==> src/rtl/fsm_enable_arbiter.sv <==
`default_nettype none
// ============================================================================
// Module      : fsm_enable_arbiter
// Description : Grants the state machine's enable E to one of N requesters,
//               pulses E for the requested step count, settles one cycle and
//               returns the captured {A,B,Q} with a one-cycle DONE pulse.
//               Define FSM_ARB_ROUND_ROBIN_EN for round-robin arbitration;
//               otherwise the lowest-index requester wins (fixed priority).
// Revision    : 1.0 - initial release
// ============================================================================
module fsm_enable_arbiter #(
    parameter int N      = 4,
    parameter int STEP_W = 4
) (
    input  logic                CLK,
    input  logic                RST_N,
    input  logic [N-1:0]        REQ,
    input  logic [N*STEP_W-1:0] STEPS,
    output logic [N-1:0]        GNT,
    output logic [N-1:0]        DONE,
    output logic [2:0]          RESULT,
    output logic                BUSY,
    output logic                E,
    input  logic                A,
    input  logic                B,
    input  logic                Q
);

    localparam int PTR_W = (N > 1) ? $clog2(N) : 1;

    typedef enum logic [1:0] {
        S_IDLE   = 2'd0,
        S_RUN    = 2'd1,
        S_SETTLE = 2'd2,
        S_FIN    = 2'd3
    } state_t;

    state_t              r_state;
    state_t              w_next;
    logic [STEP_W-1:0]   r_cnt;
    logic [PTR_W-1:0]    r_win;
    logic [N-1:0]        r_gnt;
    logic [N-1:0]        r_done;
    logic [2:0]          r_result;
    logic                r_busy;
    logic                r_e;

    logic                w_found;
    logic [PTR_W-1:0]    w_win;
    logic [STEP_W-1:0]   w_steps;

`ifdef FSM_ARB_ROUND_ROBIN_EN
    logic [PTR_W-1:0]    r_ptr;
    logic [PTR_W-1:0]    w_idx;

    // Search starts at the pointer and wraps; the first hit wins.
    always_comb begin
        w_found = 1'b0;
        w_win   = '0;
        w_idx   = '0;
        for (int k = 0; k < N; k++) begin
            w_idx = PTR_W'((int'(r_ptr) + k) % N);
            if (!w_found && REQ[w_idx]) begin
                w_found = 1'b1;
                w_win   = w_idx;
            end
        end
    end

    always_ff @(posedge CLK or negedge RST_N) begin
        if (!RST_N) begin
            r_ptr <= '0;
        end else if (r_state == S_FIN) begin
            r_ptr <= (r_win == PTR_W'(N - 1)) ? '0 : r_win + 1'b1;
        end
    end
`else
    // Scanning downward leaves the lowest requesting index as the winner.
    always_comb begin
        w_found = 1'b0;
        w_win   = '0;
        for (int k = N - 1; k >= 0; k--) begin
            if (REQ[k]) begin
                w_found = 1'b1;
                w_win   = PTR_W'(k);
            end
        end
    end
`endif

    always_comb begin
        w_steps = '0;
        for (int k = 0; k < N; k++) begin
            if (w_win == PTR_W'(k)) begin
                w_steps = STEPS[k*STEP_W +: STEP_W];
            end
        end
    end

    always_comb begin
        w_next = r_state;
        case (r_state)
            S_IDLE: begin
                if (w_found) begin
                    w_next = (w_steps != '0) ? S_RUN : S_SETTLE;
                end
            end
            S_RUN: begin
                if (r_cnt == STEP_W'(1)) begin
                    w_next = S_SETTLE;
                end
            end
            S_SETTLE: w_next = S_FIN;
            S_FIN:    w_next = S_IDLE;
            default:  w_next = S_IDLE;
        endcase
    end

    always_ff @(posedge CLK or negedge RST_N) begin
        if (!RST_N) begin
            r_state  <= S_IDLE;
            r_cnt    <= '0;
            r_win    <= '0;
            r_gnt    <= '0;
            r_done   <= '0;
            r_result <= '0;
            r_busy   <= 1'b0;
            r_e      <= 1'b0;
        end else begin
            r_state <= w_next;
            // E, BUSY and DONE follow the next state so they line up with it.
            r_e     <= (w_next == S_RUN);
            r_busy  <= (w_next != S_IDLE);
            r_done  <= (w_next == S_FIN) ? (N'(1) << r_win) : '0;

            case (r_state)
                S_IDLE: begin
                    if (w_found) begin
                        r_win <= w_win;
                        r_cnt <= w_steps;
                        r_gnt <= N'(1) << w_win;
                    end
                end
                S_RUN: begin
                    r_cnt <= r_cnt - 1'b1;
                end
                S_SETTLE: begin
                    r_result <= {A, B, Q};
                end
                S_FIN: begin
                    r_gnt <= '0;
                end
                default: begin
                    r_gnt <= '0;
                end
            endcase
        end
    end

    assign GNT    = r_gnt;
    assign DONE   = r_done;
    assign RESULT = r_result;
    assign BUSY   = r_busy;
    assign E      = r_e;

endmodule
`default_nettype wire

==> config.mk <==
export PLATFORM = sky130hd
export DESIGN_NAME = fsm_enable_arbiter
export DESIGN_NICKNAME = d
export VERILOG_FILES = /design/src/rtl/fsm_enable_arbiter.sv
export SDC_FILE = /design/constraint.sdc
export NUM_CORES = 1
export LEC_CHECK = 0
export ABC_AREA = 1
export CORE_MARGIN = 2
export CORE_UTILIZATION = 50
export CTS_BUF_LIST = sky130_fd_sc_hd__clkbuf_8
export DETAILED_ROUTE_END_ITERATION = 7
export PLACE_DENSITY = 0.87
export RECOVER_POWER = 50
export SLEW_MARGIN = 20
export SYNTH_ARGS = -nofsm -noshare
export SYNTH_HDL_FRONTEND = slang
export SYNTH_SLANG_ARGS = --single-unit
==> constraint.sdc <==
create_clock -name CLK -period 3.3 [get_ports CLK]
set_clock_uncertainty 0.2 [all_clocks]
set_input_delay 0.66 -clock CLK [delete_from_list [all_inputs] [get_ports CLK]]
set_output_delay 0.66 -clock CLK [all_outputs]
set_load 0.01 [all_outputs]
==> impl_metrics.prom <==
# TYPE chip_impl_metric gauge
chip_impl_info{name="run_status",value="complete, no violations"} 1
chip_impl_metric{name="detail_route.vias_per_cell",unit=""} 5.08
chip_impl_metric{name="max_clock_freq",unit="GHz"} 0.459
chip_impl_metric{name="synth_area_per_cell",unit="um2"} 8.51
chip_impl_info{name="synth.largest_area_cell",value="dfrtp_1"} 1
chip_impl_metric{name="grt_first_pass_wirelength",unit="um"} 3690
chip_impl_metric{name="worst_skew_pair.late_latency",unit="ns"} 0.27
chip_impl_info{name="hold_path_class",value="reg2reg"} 1
chip_impl_metric{name="regToRegSetupSlack",unit="ns"} 1.64
chip_impl_metric{name="post-synth-top-area-fraction",unit="%"} 47.1
chip_impl_info{name="unrepaired_setup_endpoints_after_global_routing",value="false"} 1
chip_impl_info{name="worstSetupStartpointType",value="input port"} 1
chip_impl_info{name="worstSetupPathType",value="in2reg"} 1
chip_impl_metric{name="via_count_of_the_first_global_routing_pass",unit=""} 900
chip_impl_metric{name="async_flop_share",unit="%"} 100
chip_impl_metric{name="grt_use_met2",unit="%"} 33.3
chip_impl_metric{name="worstRegToRegCells",unit=""} 6
chip_impl_info{name="worst_setup_path_startpoint",value="REQ[1]"} 1
chip_impl_metric{name="globalRouteMet3Util",unit="%"} 3.80
chip_impl_metric{name="max_slew.worst_pin.slew",unit="ns"} 0.899
chip_impl_metric{name="synth-warning-count",unit=""} 0
chip_impl_metric{name="grt_antenna_before_repair",unit=""} 0
chip_impl_metric{name="number_of_synthesized_flops_with_an_enable_pin",unit=""} 0
chip_impl_metric{name="grt_overflow",unit=""} 0
chip_impl_info{name="worstSetupEndpoint",value="BUSY$_DFF_PN0_"} 1
chip_impl_metric{name="max_slew_margin",unit="%"} 39.9
chip_impl_metric{name="io_buffers",unit=""} 37
chip_impl_metric{name="detail_route.drc_violations",unit=""} 0
chip_impl_metric{name="die_h",unit="um"} 51.2
chip_impl_info{name="synth_ff_type",value="dfrtp_1"} 1
chip_impl_metric{name="dr_total_vias",unit=""} 1015
chip_impl_metric{name="antenna_violating_nets_post_route",unit=""} 0
chip_impl_metric{name="grt_start_max_net_pins",unit=""} 22
chip_impl_metric{name="cts.hold.buffers_added",unit=""} 0
chip_impl_metric{name="cts_made_buffers",unit=""} 3
chip_impl_metric{name="dp.final_hpwl",unit="um"} 1930
chip_impl_metric{name="report.final.hold_viol_count",unit=""} 0
chip_impl_metric{name="holdWs",unit="ns"} 0.262
chip_impl_metric{name="area_delta_synth_final",unit="%"} 40.5
chip_impl_metric{name="cellPowerDensity",unit="nW/um2"} 717
chip_impl_metric{name="design.core.area",unit="um2"} 2170
chip_impl_metric{name="antenna_cells_inserted",unit=""} 0
chip_impl_metric{name="fp.dieArea",unit="um2"} 2620
chip_impl_metric{name="use_met1",unit="%"} 22.5
chip_impl_metric{name="time_the_final_worst_path_needs_with_i_o_delays_and_setup",unit="ns"} 2.18
chip_impl_metric{name="totalNegativeSetupSlack",unit="ns"} 0
chip_impl_metric{name="setup_ws",unit="ns"} 1.12
chip_impl_metric{name="die_width",unit="um"} 51.2
chip_impl_metric{name="groute.usage.overall",unit="%"} 18.9
chip_impl_metric{name="cellLeakagePower",unit="nW"} 0.719
chip_impl_metric{name="critPathRequiredTime",unit="ns"} 3.24
chip_impl_info{name="crit_path_end_kind",value="flip-flop"} 1
chip_impl_metric{name="postSynthRegisterBits",unit=""} 21
chip_impl_metric{name="setup_violations",unit=""} 0
chip_impl_info{name="clock-root-buffer",value="clkbuf_8"} 1
chip_impl_metric{name="gpl.final_weighted_congestion",unit=""} 0.856
chip_impl_metric{name="cp_data_arrival_time",unit="ns"} 2.11
chip_impl_metric{name="htree_levels",unit=""} 1
chip_impl_metric{name="routedWlPerCell",unit="um"} 11.5
chip_impl_metric{name="nNetsFinal",unit=""} 200
chip_impl_metric{name="max_transition_viols_final",unit=""} 0
chip_impl_metric{name="cts.sink_count",unit=""} 21
chip_impl_info{name="regToRegStartpoint",value="r_state[1]$_DFF_PN0_"} 1
chip_impl_metric{name="postSynthNetCount",unit=""} 158
chip_impl_metric{name="number_of_cells_produced_by_synthesis",unit=""} 131
chip_impl_info{name="synth.area.top_cells",value="dfrtp_1 (47%), nand2_1 (8.8%), nand3_1 (6.3%)"} 1
chip_impl_metric{name="placement_rows",unit=""} 17
chip_impl_metric{name="synth.distinct_cells",unit=""} 22
chip_impl_metric{name="wl",unit="um"} 2300
chip_impl_metric{name="dpl_worst_slack",unit="ns"} 0.849
chip_impl_metric{name="ys_seq_area_share",unit="%"} 47.1
chip_impl_info{name="synth_top_cells_by_count",value="nand2_1 (26), dfrtp_1 (21), inv_1 (16)"} 1
chip_impl_info{name="global_route.peak_usage_layer",value="met2"} 1
chip_impl_metric{name="drt_pass1_iterations",unit=""} 4
chip_impl_info{name="synthMostInstantiatedCell",value="nand2_1"} 1
chip_impl_metric{name="fraction_of_layout_instances_using_a_drive_strength_above_1",unit="%"} 17.4
chip_impl_metric{name="initial_core_util",unit="%"} 51.4
chip_impl_metric{name="finalCritPeriodShare",unit="%"} 66.0
chip_impl_metric{name="drtIter0Drc",unit=""} 21
chip_impl_metric{name="io_pins",unit=""} 38
chip_impl_metric{name="maximum_clock_path_buffer_count",unit=""} 2
chip_impl_metric{name="syn-cell-area",unit="um2"} 1110
chip_impl_info{name="cts_tree",value="yes"} 1
chip_impl_metric{name="cts_setup_buffers",unit=""} 0
chip_impl_metric{name="cts-resized-gates",unit=""} 0
chip_impl_info{name="reg2reg_to",value="GNT[0]$_DFFE_PN0P_"} 1
chip_impl_metric{name="max_cap_viols",unit=""} 0
chip_impl_metric{name="worst_ir_drop_vdd",unit="mV"} 0.366
chip_impl_metric{name="clk_transition_reported_paths",unit="ns"} 0.08
chip_impl_metric{name="critical_path_peak_fanout",unit=""} 3
==> cell type report <==
type,count,area (um2)
fill,166,603
timing repair buffer,37,370
clock buffer,3,41.3
sequential,21,526
tap,28,35.0
inverter,21,78.8
multi-input combinational,89,510
clock inverter,1,5.00
==> worst max-delay path: stages <==
cell and delay (ns):
clkdlybuf4s50_1 0.52, inv_1 0.07, a21oi_1 0.27, nand3_1 0.13
nand4_1 0.13, nor2_2 0.06, nand3_2 0.07, nand2_1 0.05
nand2_1 0.09, nand3_1 0.07
==> layer usage <==
layer | up-vias | share of wire (%)
li1 | 512 | -
met1 | 450 | 42
met2 | 44 | 47
met3 | 9 | 7.9
met4 | 0 | 2.6
met5 | - | 0
==> kinds of logic (layout without fill, tap and decap cells) <==
family / Yosys count / count (layout) / synth area share [%]
adders and majority gates: 2 / 2 / 2.24
buffers and inverters: 21 / 62 / 7.07
xor gates and xnor gates: 1 / 1 / 0.786
and+or+nand+nor: 71 / 71 / 32.8
muxes: 3 / 3 / 3.03
AOI/OAI and AO/OA: 12 / 12 / 6.96
DFF: 21 / 21 / 47.1
==> power breakdown <==
group,switching [mW],internal [mW],total [mW]
Clock,0.0865,0.0843,0.171
Sequential,0.0645,0.360,0.424
Combinational,0.275,0.253,0.528
Total,0.426,0.697,1.12
==> layout by cell type, fill, tap and decap left out <==
master	netlist	final
o22ai_1	1	1
nor2_4	3	3
nand3_2	1	1
o211ai_1	3	3
dlygate4sd3_1	0	1
inv_1	16	16
o221ai_1	1	1
nand4_2	1	1
clkinv_2	0	1
nor3_1	5	5
mux2_2	3	3
nand2_1	26	26
inv_2	5	5
nand3_1	14	14
dfrtp_1	21	21
clkdlybuf4s50_1	0	36
nand4_1	2	2
nor2_1	6	6
o21ai_0	3	3
nor2_2	7	7
ha_1	2	2
a32o_1	1	1
a21oi_1	3	3
clkbuf_8	0	3
xor2_1	1	1
nand2_2	6	6
==> stage by stage <==
stage	util (%)	area [um2]	cells	total power, mW
after detailed placement	70.1	1520	196	0.962
after global routing	72.2	1570	200	1.21
after CTS	72.2	1570	200	1.13
after global placement	70.1	1520	196	0.933
after floorplan	-	1110	131	0.747
final	72.2	1570	200	1.12
==> how the worst min path moves through the flow <==
stage | start | end | slack (ns) | cells past startpoint
2_1_floorplan | RST_N | BUSY$_DFF_PN0_ | 0.16 | 0
3_3_place_gp | r_win[0]$_DFFE_PN0P_ | DONE[2]$_DFF_PN0_ | 0.24 | 1
3_5_place_dp | r_win[1]$_DFFE_PN0P_ | DONE[1]$_DFF_PN0_ | 0.25 | 1
4_1_cts | r_win[0]$_DFFE_PN0P_ | DONE[0]$_DFF_PN0_ | 0.26 | 1
5_1_grt | r_win[1]$_DFFE_PN0P_ | DONE[1]$_DFF_PN0_ | 0.30 | 1
6_report | r_win[0]$_DFFE_PN0P_ | DONE[0]$_DFF_PN0_ | 0.26 | 1
==> sequential cells by signal (all words and copies together) (netlist names) <==
name and flops:
r_state 2, r_cnt 4, GNT 4, DONE 4, r_win 2, RESULT 3
E 1, BUSY 1
Note: power is estimated with default switching activity, not from simulation.
